**src/rtl/lagarto_plic_pkg.sv**
```systemverilog
// Shared definitions for the PLIC gateway bank.
// Contents: the per-source gateway state encoding, the trigger-mode values
// carried on edge_mode_i, and the default parameter values used by the bank.
package lagarto_plic_pkg;

    typedef enum logic [1:0] {
        GW_IDLE       = 2'd0,
        GW_REQUEST    = 2'd1,
        GW_IN_SERVICE = 2'd2
    } gw_state_e;

    localparam logic MODE_LEVEL = 1'b0;
    localparam logic MODE_EDGE  = 1'b1;

    localparam int DEFAULT_NUM_SOURCES = 8;
    localparam int DEFAULT_MAX_PENDING = 7;
    localparam int DEFAULT_SYNC_STAGES = 2;

endpackage

```
**src/rtl/lagarto_plic_gateway_cell.sv**
```systemverilog
// One interrupt gateway: input synchroniser, rising-edge detector,
// saturating pending counter (edge mode) and the request/service FSM.
//
// state         | meaning
// --------------+--------------------------------------------------------
// GW_IDLE       | nothing pending; trigger mode follows edge_mode_i
// GW_REQUEST    | request_o high, waiting for the core to claim
// GW_IN_SERVICE | claimed, waiting for complete; mode frozen
//
// Ports:
//   clk_i, rstn_i  clock, asynchronous active-low reset
//   src_i          raw asynchronous interrupt line
//   edge_mode_i    1 = edge-triggered, 0 = level-triggered
//   claim_i        claim pulse (honoured only in GW_REQUEST)
//   complete_i     completion pulse (honoured only in GW_IN_SERVICE)
//   request_o      registered request, high exactly in GW_REQUEST
//   overflow_o     one-cycle pulse when an edge is dropped at saturation
module lagarto_plic_gateway_cell
    import lagarto_plic_pkg::*;
#(
    parameter int MAX_PENDING = DEFAULT_MAX_PENDING,
    parameter int SYNC_STAGES = DEFAULT_SYNC_STAGES
) (
    input  logic clk_i,
    input  logic rstn_i,
    input  logic src_i,
    input  logic edge_mode_i,
    input  logic claim_i,
    input  logic complete_i,
    output logic request_o,
    output logic overflow_o
);

    localparam int CNT_W = $clog2(MAX_PENDING + 1);
    localparam logic [CNT_W-1:0] CNT_MAX = CNT_W'(MAX_PENDING);
    localparam logic [CNT_W-1:0] CNT_ONE = CNT_W'(1);

    logic [SYNC_STAGES-1:0] sync_q;
    logic                   prev_q;
    logic                   mode_q;
    logic [CNT_W-1:0]       cnt_q, cnt_d;
    logic                   ovf_q, ovf_d;
    gw_state_e              state_q, state_d;

    logic sync;
    logic edge_det;
    logic mode_eff;
    logic claim_acc;
    logic pending;

    assign sync      = sync_q[SYNC_STAGES-1];
    assign edge_det  = sync & ~prev_q;
    // The live mode input only matters while idle; otherwise the copy taken
    // on the last idle cycle is used so a request/service round is stable.
    assign mode_eff  = (state_q == GW_IDLE) ? edge_mode_i : mode_q;
    assign claim_acc = (state_q == GW_REQUEST) & claim_i;
    assign pending   = (cnt_q != '0) | edge_det;

    always_comb begin
        cnt_d = cnt_q;
        ovf_d = 1'b0;
        if (mode_eff == MODE_LEVEL) begin
            cnt_d = '0;
        end else if (edge_det && !claim_acc) begin
            if (cnt_q == CNT_MAX) begin
                ovf_d = 1'b1;
            end else begin
                cnt_d = cnt_q + CNT_ONE;
            end
        end else if (!edge_det && claim_acc && (cnt_q != '0)) begin
            cnt_d = cnt_q - CNT_ONE;
        end
    end

    always_comb begin
        state_d = state_q;
        unique case (state_q)
            GW_IDLE: begin
                if ((mode_eff == MODE_LEVEL) ? sync : pending) begin
                    state_d = GW_REQUEST;
                end
            end
            GW_REQUEST: begin
                if (claim_i) begin
                    state_d = GW_IN_SERVICE;
                end
            end
            GW_IN_SERVICE: begin
                if (complete_i) begin
                    if ((mode_eff == MODE_LEVEL) ? sync : pending) begin
                        state_d = GW_REQUEST;
                    end else begin
                        state_d = GW_IDLE;
                    end
                end
            end
            default: state_d = GW_IDLE;
        endcase
    end

    always_ff @(posedge clk_i or negedge rstn_i) begin
        if (!rstn_i) begin
            sync_q  <= '0;
            prev_q  <= 1'b0;
            mode_q  <= MODE_LEVEL;
            cnt_q   <= '0;
            ovf_q   <= 1'b0;
            state_q <= GW_IDLE;
        end else begin
            sync_q  <= {sync_q[SYNC_STAGES-2:0], src_i};
            prev_q  <= sync;
            mode_q  <= mode_eff;
            cnt_q   <= cnt_d;
            ovf_q   <= ovf_d;
            state_q <= state_d;
        end
    end

    assign request_o  = (state_q == GW_REQUEST);
    assign overflow_o = ovf_q;

endmodule

```
**src/rtl/lagarto_plic_gateway_bank.sv**
```systemverilog
// Bank of independent PLIC interrupt gateways, one cell per source.
// Ports (all NUM_SOURCES wide except clock/reset):
//   clk_i, rstn_i           clock, asynchronous active-low reset
//   interrupt_signal_i      raw asynchronous source lines
//   edge_mode_i             per-source trigger mode (1 = edge)
//   interrupt_claim_i       per-source claim pulse from the core
//   interrupt_complete_i    per-source completion pulse from the core
//   interrupt_request_o     registered request towards the core
//   pending_overflow_o      pulse when an edge is lost at saturation
module lagarto_plic_gateway_bank
    import lagarto_plic_pkg::*;
#(
    parameter int NUM_SOURCES = DEFAULT_NUM_SOURCES,
    parameter int MAX_PENDING = DEFAULT_MAX_PENDING,
    parameter int SYNC_STAGES = DEFAULT_SYNC_STAGES
) (
    input  logic                   clk_i,
    input  logic                   rstn_i,
    input  logic [NUM_SOURCES-1:0] interrupt_signal_i,
    input  logic [NUM_SOURCES-1:0] edge_mode_i,
    input  logic [NUM_SOURCES-1:0] interrupt_claim_i,
    input  logic [NUM_SOURCES-1:0] interrupt_complete_i,
    output logic [NUM_SOURCES-1:0] interrupt_request_o,
    output logic [NUM_SOURCES-1:0] pending_overflow_o
);

    for (genvar i = 0; i < NUM_SOURCES; i++) begin : g_src
        lagarto_plic_gateway_cell #(
            .MAX_PENDING (MAX_PENDING),
            .SYNC_STAGES (SYNC_STAGES)
        ) u_cell (
            .clk_i       (clk_i),
            .rstn_i      (rstn_i),
            .src_i       (interrupt_signal_i[i]),
            .edge_mode_i (edge_mode_i[i]),
            .claim_i     (interrupt_claim_i[i]),
            .complete_i  (interrupt_complete_i[i]),
            .request_o   (interrupt_request_o[i]),
            .overflow_o  (pending_overflow_o[i])
        );
    end

endmodule

```
**config.mk**
```make
export PLATFORM = sky130hd
export DESIGN_NAME = lagarto_plic_gateway_bank
export DESIGN_NICKNAME = d
export VERILOG_FILES = /design/src/rtl/lagarto_plic_pkg.sv /design/src/rtl/lagarto_plic_gateway_cell.sv /design/src/rtl/lagarto_plic_gateway_bank.sv
export SDC_FILE = /design/constraint.sdc
export NUM_CORES = 1
export LEC_CHECK = 0
export ABC_CLOCK_PERIOD_IN_PS = 1680
export BUFFER_PORTS_ARGS = -buffer_cell sky130_fd_sc_hd__buf_4
export CORE_MARGIN = 8
export CORE_UTILIZATION = 52
export DETAILED_ROUTE_END_ITERATION = 16
export PLACE_DENSITY_LB_ADDON = 0.1
export SLEW_MARGIN = 20
export SYNTH_ARGS = -nofsm -noshare
export SYNTH_HDL_FRONTEND = slang
export SYNTH_SLANG_ARGS = --single-unit
```
**constraint.sdc**
```tcl
create_clock -name clk_i -period 1.68 [get_ports clk_i]
set_clock_uncertainty 0.05 [all_clocks]
set_input_delay 0.168 -clock clk_i [delete_from_list [all_inputs] [get_ports clk_i]]
set_output_delay 0.168 -clock clk_i [all_outputs]
set_load 0.01 [all_outputs]
```
---- After elaboration in Yosys (flattened, before gate mapping) ----
Index checks and enable logic that the tools add are counted.
operators by class
  $add $sub $neg .......................... 16
  equality and inequality tests ........... 64
  muxes and demuxes ....................... 112
  bitwise logic cells ..................... 32
  reduce and logical (&&, ||, !) cells .... 72
operator list
  operator             count
  $mux 3               32
  $mux 1               48
  $mux 2               24
  $ne 2x2->1 const B   24
  $ne 3x3->1 const B   16
  $pmux 2 s3           8
  $add 3x1->3 const B  8
  $eq 3x3->1 const B   8
  $logic_and 1x1->1    24
  $reduce_and 3->1     8
  $reduce_bool 3->1    8
  $sub 3x1->3 const B  8
  $and 1x1->1          16
  $eq 2x1->1 const B   8
  $eq 2x2->1 const B   8
  $logic_not 1->1      16
  $logic_not 2->1      8
  $reduce_and 2->1     8
  $not 1->1            8
  $or 1x1->1           8
word-level totals
  register bits after elaboration ......... 80
  input port bits ......................... 34
  output and inout bits ................... 16

---- Longest topological paths before layout ----
Gate-level depths: netlist (run 1).
  depth after elaboration ................. 8
  gate-level depth with buffers ........... 6
  mapped depth without buffers ............ 6

---- Cells and area by module ----
Synthesis (run 1) repeated with hierarchy kept, for this count alone.
second synthesis, totals
  cell total of the unflattened synthesis .. 368
  area, all modules ....................... 3773.6 um^2
modules (own cells, without submodules)
  module                     times used  cells an instance  area each (um^2)  seq. area each (um^2)
  lagarto_plic_gateway_cell  8           46                 471.7             250.2

---- Worst setup path after synthesis (run 1) ----
Ideal clock, no wire load.
  path type ............................... register to register
  start ................................... register g_src[6].u_cell.state_q[1]
  end ..................................... register g_src[6].u_cell.cnt_q[2]
  setup time .............................. 0.079 ns
  data arrival time ....................... 1.489 ns
  slack ................................... 0.061 ns
  stages on the path, launching flop included .. 6
  path buffers ............................ 0
  period minus slack after synthesis ...... 1.619 ns
  cells stage by stage .................... dfrtp_1 > and3b_1 > nor2_1 > fa_1 > mux2i_1 > mux2i_1
between the ends
  cells in the longest elaborated chain, start to end .. 6
  elaborated cells between the ends (all ways) .. 13
  classes of those cells .................. eq/ne (3); mux (3); bitwise (1); reduce/logical (6)
RTL lines
  item                                                                line                                                              text
  start: declaration                                                  lagarto_plic_gateway_cell.sv:43                                   gw_state_e state_q, state_d;
  start signal: assignment                                            lagarto_plic_gateway_cell.sv:115                                  state_q <= state_d;
  $eq 2x1->1                                                          lagarto_plic_gateway_cell.sv:56                                   assign claim_acc = (state_q == GW_REQUEST) & claim_i;
  $and 1x1->1                                                         lagarto_plic_gateway_cell.sv:56
  $logic_not 1->1 / $logic_and 1x1->1 (equally long branches)         lagarto_plic_gateway_cell.sv:64, lagarto_plic_gateway_cell.sv:70
  $logic_and 1x1->1 (on tied branches)                                lagarto_plic_gateway_cell.sv:64, lagarto_plic_gateway_cell.sv:70
  $ne 3x3->1 (no source line) / $mux 3 (equally long branches)        --
  $reduce_and 2->1 (no source line) / $mux 3 (equally long branches)  --
  end signal: assignment                                              lagarto_plic_gateway_cell.sv:113                                  cnt_q <= cnt_d;
  end: declaration                                                    lagarto_plic_gateway_cell.sv:41                                   logic [CNT_W-1:0] cnt_q, cnt_d;
Several ways; a longest one is shown, not always the timed one.
A chain may end at the register's enable or synchronous reset.

---- Worst setup path after layout (run 1) ----
  start ................................... input port interrupt_claim_i[7]
  end ..................................... register g_src[7].u_cell.cnt_q[1]
between the ends
  cells in the longest elaborated chain, start to end .. 5
  elaborated cells between the ends (all ways) .. 10
  classes of those cells .................. eq/ne (2); mux (2); bitwise (1); reduce/logical (5)
RTL lines
  item                                                                line                                                              text
  start: declaration                                                  lagarto_plic_gateway_bank.sv:21                                   input logic [NUM_SOURCES-1:0] interrupt_claim_i,
  $and 1x1->1 *                                                       lagarto_plic_gateway_cell.sv:56
  $logic_not 1->1 / $logic_and 1x1->1 (equally long branches)         lagarto_plic_gateway_cell.sv:64, lagarto_plic_gateway_cell.sv:70
  $logic_and 1x1->1 (on tied branches)                                lagarto_plic_gateway_cell.sv:64, lagarto_plic_gateway_cell.sv:70
  $ne 3x3->1 (no source line) / $mux 3 (equally long branches)        --
  $reduce_and 2->1 (no source line) / $mux 3 (equally long branches)  --
  end signal: assignment                                              lagarto_plic_gateway_cell.sv:113
  end: declaration                                                    lagarto_plic_gateway_cell.sv:41
Every way passes the cells marked *; elsewhere a longest branch is shown, timed or not.

==> flow_summary.toml, run 1 <==
[cells_and_area]
multi_input_area_mm2 = 0.00180
fin_nets = 497
design_area_mm2 = 0.00497
fin_cells = 558
synthToLayoutAreaGrowth_pct = 26.9
regArea_mm2 = 0.00201
antenna_cells = 0
fillers = 602
drive_above_1_share_pct = 30.7

[logic_synthesis]
synthCells = 366
synth.avg_cell_area_um2 = 10.7
synth_seq_area_share_pct = 51.1
netlist_top_cells_count = "dfrtp_1 (80), a21oi_1 (24), nand2b_1 (24), nand3_1 (22), nand2_1 (20)"
synthesis.nets = 408
synth_cell_type_count = 34
synth_area_mm2 = 0.00392
synth_edf_count = 0
yosysMostFrequentCell = "dfrtp_1"
synth_largest_area_cell = "dfrtp_1"
yosys_warnings = 0
synth_area_leaders = "dfrtp_1 (51%), fa_1 (4.1%), mux2i_1 (4.1%)"
ys.flop_type = "dfrtp_1"
synth_top_area_share_pct = 51.1
synth-async-reset-ratio_pct = 100
ys_ff_latch = 80

[drt]
wl_per_cell_um = 13.1
drtIter0Drc = 122
first_pass_iters = 4
totalWireLength_um = 7310
drtAntennaViolNets = 0
num_vias = 2938
drc = 0
viasPerCell = 5.27

[sta]
relSlewSlack_pct = 73.4
hold_violations = 0
layout_worst_path_cycle_share_pct = 99.4
slew_viol_final = 0
rsz0062_at_grt = "true"
setup_viol = 0
min_period_ps = 1670
fmax_mhz = 599
tightest_slew_ps = 388

[grt]
grt_max_degree = 81
grt_first_pass_wirelength_um = 12200
grt_remaining_overflow = 0
antenna_found_initial = 0
grt_use_total_pct = 14.4
grt_pass1_vias = 2881

[die]
start_util_pct = 53.8
core_area_mm2 = 0.00729
boundaryPins = 50
dieArea_mm2 = 0.0106
die_w_um = 103
num_rows = 31
die_h_um = 103

[power]
vdd.ir_drop.worst_mv = 0.886
p_per_area_mw_per_mm2 = 1560
p_total_mw = 7.75
p_leak_nw = 2.30

[setup_path]
crit_fanout = 3
reg2reg_to = "g_src[3].u_cell.cnt_q[2]"
path_class = "primary input to register"
r2r_slack_ps = 40
arrival_ps = 1890
cp-start-kind = "primary input"
r2r_cells = 6
cp.required_ps = 1900
cp-end-kind = "register"
reg2reg_from = "g_src[3].u_cell.state_q[0]"

[clocking]
cts_tree = "yes"
insertion_delay_ps = 350
cts-root-buf = "clkbuf_8"
cts_buffer_depth = 2
cts.sinks = 80
cts_buffers = 9
clk_pin_slew_worst_paths_ps = 80
ctsHtreeMaxLevel = 3

[placed_design]
dpl-instance-area_mm2 = 0.00445
dp_hpwl_um = 4920
portBuffers = 49
gp_congestion = 0.824
placed_cells = 517

[worst_hold_path]
min_path_type = "primary input to register"
hp-start = "interrupt_complete_i[4]"
worst_hold_path.endpoint = "g_src[4].u_cell.state_q[1]"
holdPathStages = 4

[outcome]
status = "finished clean"

[job]
cap_violations = 0
-- critical path: stages --
cell	delay [ps]
dlygate4sd3_1	540
buf_4	140
and3b_2	240
nor2_4	90
fa_2	420
a21o_1	170
a21oi_2	120
-- metrics by stage --
step	hold slack (ps)	TNS [ps]	setup WS, ps	utilization [%]
4_1_cts	3.96	0	8.86	66.0
3_5_place_dp	180	-2.96	-1.57	61.0
2_1_floorplan	-178	0	61.3	-
3_3_place_gp	181	0	61.2	61.0
5_1_grt	13.8	-67.9	-17.5	68.2
6_report	22.8	0	10.0	68.2
-- where the power goes --
part | internal [mW] | leakage, nW | total, mW | switching (mW)
clock | 0.582 | 0.0854 | 1.28 | 0.701
combinational | 1.90 | 1.20 | 3.60 | 1.70
sequential | 2.45 | 1.01 | 2.87 | 0.427
-- cells in the final DEF (no fill, tap or decap), drive strengths merged --
cell type and count:
a2111oi 3, a21bo 3, a21boi 2, a21o 6, a21oi 24, a222oi 6, and2 5, and3 10
and3b 6, buf 78, clkbuf 10, clkinv 4, clkinvlp 2, dfrtp 80, dlygate4sd3 16, fa 8
inv 21, mux2i 16, nand2 25, nand2b 24, nand3 22, nand3b 11, nand4 3, nor2 14
nor2b 10, nor3 2, nor4 3, nor4b 2, o21a 10, o21ai 15, o311a 2, or3 8
or3b 8
-- what timing repair did --
| item | CTS | global route |
|---|---|---|
| hold buffers | 16 | 0 |
| endpoints found under the hold margin | 95 | 0 |
| resized for setup | 2 | 41 |
| endpoints found under the setup margin | 3 | 18 |
| setup buffers | 3 | 9 |
| pin swaps | 2 | 11 |
-- flip-flops by register name, summed over array words and instances (netlist names) --
name                     count
g_src.u_cell.cnt_q          24
g_src.u_cell.sync_q         16
g_src.u_cell.overflow_o      8
g_src.u_cell.state_q        16
g_src.u_cell.prev_q          8
g_src.u_cell.mode_q          8
-- kinds of logic (layout without fill, tap and decap cells) --
family | after synthesis | count (layout) | share of synthesized area [%]
AND/OR/NAND/NOR | 153 | 153 | 23.3
flip-flops | 80 | 80 | 51.1
AO/OA/AOI/OAI | 71 | 71 | 11.9
buffers and inverters | 38 | 131 | 5.55
multiplexers | 16 | 16 | 4.09
adder cells (fa/ha/maj) | 8 | 8 | 4.09
-- final cells by class --
| type | count | area share (%) |
|---|---|---|
| timing repair buffer | 94 | 15.4 |
| clock buffer | 10 | 2.77 |
| sequential | 80 | 40.3 |
| clock inverter | 5 | 0.830 |
| tap | 99 | 2.49 |
| multi-input combinational | 248 | 36.2 |
| inverter | 22 | 1.96 |
-- metal layers --
metal	global-route usage, %	vias up	routed length, um
met5	0	-	0
met2	23.5	56	3510
met4	4.34	0	57
li1	-	1454	-
met3	4.32	5	347
met1	18.0	1423	3390
-- how the worst max path moves through the flow --
stage / slack [ps] / endpoint / cells after the start / startpoint
2_1_floorplan: 60 / g_src[6].u_cell.cnt_q[2] / 5 / g_src[6].u_cell.state_q[1]
3_3_place_gp: 60 / g_src[6].u_cell.state_q[0] / 6 / g_src[6].u_cell.state_q[1]
3_5_place_dp: -2 / g_src[1].u_cell.cnt_q[2] / 6 / g_src[1].u_cell.state_q[1]
4_1_cts: 9 / g_src[6].u_cell.state_q[0] / 6 / g_src[6].u_cell.state_q[1]
5_1_grt: -20 / g_src[6].u_cell.cnt_q[1] / 5 / g_src[6].u_cell.state_q[0]
6_report: 10 / g_src[7].u_cell.cnt_q[1] / 7 / interrupt_claim_i[7]
Note: power is estimated with default switching activity, not from simulation.
==> run 2, diff against run 1 <==
- CORE_ASPECT_RATIO: unset -> 2
- CORE_UTILIZATION: 52 -> 54
- CTS_BUF_LIST: unset -> sky130_fd_sc_hd__clkbuf_8
==> run 2 against run 1 <==
Power is 3.7% lower; first-iteration DRC count grew 43%; hold slack improved by 0.81 ps; register-to-register slack got worse by 30 ps; via count increased by 0.37%; critical path depth is the same; combinational power is 5% lower; global-route usage is 0.22 points higher; sequential power hardly changed; flip-flop and latch count stayed put.
==> flow_summary.toml, run 2 (synthesis results as in run 1) <==
[clocking]
cts_buffers = 9
cts-root-buf = "clkbuf_8"
ctsHtreeMaxLevel = 3
cts.sinks = 80
clk_pin_slew_worst_paths_ps = 70
insertion_delay_ps = 350
cts_tree = "yes"
cts_buffer_depth = 2

[power]
p_clk_share_pct = 15.9
p_leak_nw = 2.32
pwr-share-comb_pct = 45.9
power.internal_mw = 4.80
p_total_mw = 7.47
vdd.ir_drop.worst_mv = 0.929
p_switching_mw = 2.67
p_per_area_mw_per_mm2 = 1500
seqPwrFrac_pct = 38.2
p_sw_share_pct = 35.7

[cells_and_area]
synthToLayoutAreaGrowth_pct = 26.6
fin_cells = 553
layout_commonest_cell = "dfrtp_1"
fin_nets = 501
largestRegisters = "g_src.u_cell.cnt_q (24), g_src.u_cell.state_q (16), g_src.u_cell.sync_q (16)"
mostFrequentLayoutCells = "dfrtp_1 (77), buf_4 (75), nand2b_1 (24)"
largest_reg_flops = 24
drive_above_1_share_pct = 28.6
antenna_cells = 0
top_register = "g_src.u_cell.cnt_q"
fin_util_pct = 69.3

[die]
start_util_pct = 54.8
boundaryPins = 50
dieArea_mm2 = 0.0104
die_w_um = 76.2
num_rows = 44
die_h_um = 136
core_area_mm2 = 0.00716

[outcome]
status = "finished clean"

[setup_path]
r2r_cells = 5
cp-start-kind = "primary input"
arrival_ps = 1900
reg2reg_to = "g_src[3].u_cell.cnt_q[0]"
reg2reg_from = "g_src[3].u_cell.state_q[1]"
crit_fanout = 3
cp.required_ps = 1910
path_class = "primary input to register"
r2r_slack_ps = 10
cp-end-kind = "register"

[grt]
grt_pass1_vias = 2935
grt_busiest_layer = "met2"
antenna_found_initial = 0
grt_remaining_overflow = 0
grt_first_pass_wirelength_um = 12400
use_met3_pct = 5.13
grt_max_degree = 36
grt_use_met2_pct = 22.7
grt_use_total_pct = 14.6
gr-usage-met1_pct = 17.4

[sta]
relSlewSlack_pct = 69.8
slew_viol_final = 0
layout_worst_path_cycle_share_pct = 99.9
hold_violations = 0
tightest_slew_ps = 452
setup_viol = 0
whs_ps = 23.6
rsz0062_at_grt = "true"
finalSetupTns_ps = 0
fmax_mhz = 596
min_period_ps = 1680

[worst_hold_path]
holdPathStages = 4
worst_hold_path.endpoint = "g_src[7].u_cell.state_q[1]"
min_path_type = "primary input to register"
hp-start = "interrupt_complete_i[7]"

[placed_design]
dp_hpwl_um = 5180
portBuffers = 49
placed_cells = 509
gp_congestion = 0.786

[drt]
totalWireLength_um = 7350
wl_per_cell_um = 13.3
viasPerCell = 5.33
drtAntennaViolNets = 0
drtIter0Drc = 175
first_pass_iters = 4
drc = 0
num_vias = 2949

[job]
cap_violations = 0
[run 2: cell types whose count changed in the layout (fill, tap and decap cells not counted), sizes merged]
cell,before,now
clkbuf,10,11
clkinvlp,2,0
dlygate4sd3,16,20
inv,21,20
[run 2: layer usage]
metal / share of wire, % / wire length [um]
met2: 49 / 3570
met4: 2.3 / 172
met1: 44 / 3260
met3: 4.7 / 349
met5: 0 / 0
[run 2: how the worst max path moves through the flow]
| stage | startpoint | to | slack, ps | depth (start not counted) |
|---|---|---|---|---|
| 3_3_place_gp | g_src[3].u_cell.state_q[1] | g_src[3].u_cell.cnt_q[2] | 60 | 6 |
| 4_1_cts | g_src[1].u_cell.state_q[1] | g_src[1].u_cell.cnt_q[2] | 20 | 6 |
| 5_1_grt | g_src[3].u_cell.state_q[1] | g_src[3].u_cell.cnt_q[2] | -60 | 5 |
| 3_5_place_dp | g_src[4].u_cell.state_q[1] | g_src[4].u_cell.cnt_q[2] | -4 | 5 |
| 2_1_floorplan | g_src[6].u_cell.state_q[1] | g_src[6].u_cell.cnt_q[2] | 60 | 5 |
| 6_report | interrupt_claim_i[6] | g_src[6].u_cell.cnt_q[1] | 1 | 7 |
[run 2: per-stage QoR]
stage | setup slack [ps] | instance area (um2)
2_1_floorplan | 61.3 | 3920
3_3_place_gp | 63.7 | 4430
3_5_place_dp | -4.40 | 4430
4_1_cts | 15.8 | 4820
5_1_grt | -56.5 | 4960
6_report | 1.04 | 4960
[run 2: area by class of cell]
| type | instances | area (um2) |
|---|---|---|
| fill | 553 | 2190 |
| sequential | 80 | 2010 |
| multi-input combinational | 248 | 1780 |
| timing repair buffer | 98 | 806 |
| clock buffer | 11 | 151 |
| tap | 92 | 115 |
| inverter | 22 | 97.6 |
| clock inverter | 2 | 8.76 |
[run 2: power groups by stage]
| stage | logic (mW) | registers (mW) | clock network (mW) |
|---|---|---|---|
| 6_report | 3.43 | 2.85 | 1.19 |
| 5_1_grt | 3.80 | 2.94 | 1.32 |
| 4_1_cts | 3.15 | 2.85 | 1.26 |
| 3_5_place_dp | 3.01 | 2.90 | 0 |
| 3_3_place_gp | 2.92 | 2.87 | 0 |
| 2_1_floorplan | 2.18 | 2.86 | 0 |
[run 2: critical path, stage by stage]
cell	delay, ps
dlygate4sd3_1	550
buf_6	120
and3b_2	230
nor2_4	120
fa_2	440
a21o_1	160
a21oi_1	110
[run 2: repair_timing]
item | CTS | global route
hold buffers | 20 | 0
resized for setup | 1 | 36
hold endpoints to repair | 50 | 0
setup endpoints to repair | 3 | 18
buffers inserted | 4 | 7
pin swaps | 0 | 10
cloned | 0 | 0
==> run 3, diff against run 2 <==
- HOLD_SLACK_MARGIN: unset -> 0.03
==> run 3 against run 2 <==
Setup slack barely moved; non-clock buffer count rose by 1; via count hardly changed; die area unchanged; global-route usage hardly changed; critical path depth unchanged; flip-flop and latch count is the same; first-iteration DRC count fell by 8.0%; count of clock-buffer cells in the layout stayed put.
==> flow_summary.toml, run 3 (synthesis results as in run 1) <==
[outcome]
status = "finished clean"

[die]
die_w_um = 76.2
start_util_pct = 54.8
num_rows = 44
core_area_mm2 = 0.00716
boundaryPins = 50
die_h_um = 136
dieArea_mm2 = 0.0104

[drt]
totalWireLength_um = 7370
first_pass_iters = 5
drtIter0Drc = 161
wl_per_cell_um = 13.3
drc = 0
num_vias = 2951
drtAntennaViolNets = 0
viasPerCell = 5.33

[setup_path]
path_class = "primary input to register"
arrival_ps = 1900
reg2reg_to = "g_src[3].u_cell.cnt_q[0]"
reg2reg_from = "g_src[3].u_cell.state_q[1]"
crit_fanout = 3
cp.required_ps = 1910
critPathLaunch = "interrupt_claim_i[6]"
r2r_slack_ps = 10
r2r_cells = 5
cp-start-kind = "primary input"
cp-end-kind = "register"

[cells_and_area]
fin_nets = 502
mostFrequentLayoutCells = "dfrtp_1 (77), buf_4 (75), nand2b_1 (24)"
drive_above_1_share_pct = 28.6
synthToLayoutAreaGrowth_pct = 26.8
fin_cells = 554
antenna_cells = 0
fin_util_pct = 69.5
layout_commonest_cell = "dfrtp_1"
largestRegisters = "g_src.u_cell.cnt_q (24), g_src.u_cell.state_q (16), g_src.u_cell.sync_q (16)"
top_register = "g_src.u_cell.cnt_q"
largest_reg_flops = 24

[worst_hold_path]
hp-start = "interrupt_claim_i[1]"
min_path_type = "primary input to register"
holdPathStages = 3
worst_hold_path.endpoint = "g_src[1].u_cell.state_q[0]"

[grt]
grt_max_degree = 36
antenna_found_initial = 0
grt_remaining_overflow = 0
grt_use_total_pct = 14.6
grt_first_pass_wirelength_um = 12500
grt_pass1_vias = 2933

[clocking]
insertion_delay_ps = 350
cts.sinks = 80
clk_pin_slew_worst_paths_ps = 70
cts-root-buf = "clkbuf_8"
cts_buffers = 9
ctsHtreeMaxLevel = 3
cts_buffer_depth = 2
cts_tree = "yes"

[sta]
tightest_slew_ps = 452
layout_worst_path_cycle_share_pct = 99.9
setup_ws_ps = 1.50
fmax_mhz = 596
rsz0062_at_grt = "true"
relSlewSlack_pct = 69.8
slew_viol_final = 0
min_period_ps = 1680
hold_violations = 0
setup_viol = 0

[power]
vdd.ir_drop.worst_mv = 0.929
p_total_mw = 7.47
p_leak_nw = 2.32
p_per_area_mw_per_mm2 = 1500

[placed_design]
placed_cells = 509
place_ws_ps = -4.40
dp_hpwl_um = 5180
gp_congestion = 0.786
portBuffers = 49

[job]
cap_violations = 0
-- run 3: cell count changes in the layout (fill, tap and decap cells not counted) --
| cell | change |
|---|---|
| dlygate4sd3_1 | +1 |
-- run 3: where the power goes --
group,internal [mW],total [mW],leakage [nW],switching (mW)
clock network,0.584,1.19,0.0883,0.604
registers,2.45,2.85,1.01,0.406
logic,1.77,3.43,1.22,1.66
-- run 3: per-stage QoR --
step	area [um2]	hold slack (ps)	setup TNS, ps
after floorplan	3920	-178	0
after global placement	4430	93.1	0
after detailed placement	4430	97.8	-4.40
after CTS	4830	44.2	0
after global routing	4970	59.3	-195
final	4970	73.0	0
-- run 3: worst max path at each step --
stage,to
after CTS,g_src[1].u_cell.cnt_q[2]
after detailed placement,g_src[4].u_cell.cnt_q[2]
after global routing,g_src[3].u_cell.cnt_q[2]
after floorplan,g_src[6].u_cell.cnt_q[2]
final,g_src[6].u_cell.cnt_q[1]
after global placement,g_src[3].u_cell.cnt_q[2]
-- run 3: worst max-delay path: stages --
cell           delay, ps
dlygate4sd3_1        550
buf_6                120
and3b_2              230
nor2_4               120
fa_2                 440
a21o_1               160
a21oi_1              110
-- run 3: per-layer routing --
metal | GRT usage (%) | part of all wire (%) | vias up
met5 | 0 | 0 | -
met2 | 22.8 | 49 | 65
met4 | 7.97 | 2.1 | 0
met3 | 5.13 | 4.9 | 11
li1 | - | - | 1473
met1 | 17.4 | 44 | 1402
-- run 3: layout make-up --
| cell class | instances | area (um2) |
|---|---|---|
| repair buffers | 99 | 816 |
| well taps | 92 | 115 |
| multi-input cells | 248 | 1780 |
| clock inverters | 2 | 8.76 |
| fillers | 550 | 2180 |
| inverters | 22 | 97.6 |
| clock buffers | 11 | 151 |
| flip-flops and latches | 80 | 2010 |
-- run 3: what timing repair did --
item,in CTS,in global routing
hold buffers,21,0
setup endpoints to repair,3,18
pin swaps,0,10
buffers inserted,4,7
resized for setup,1,36
endpoints found under the hold margin,51,0
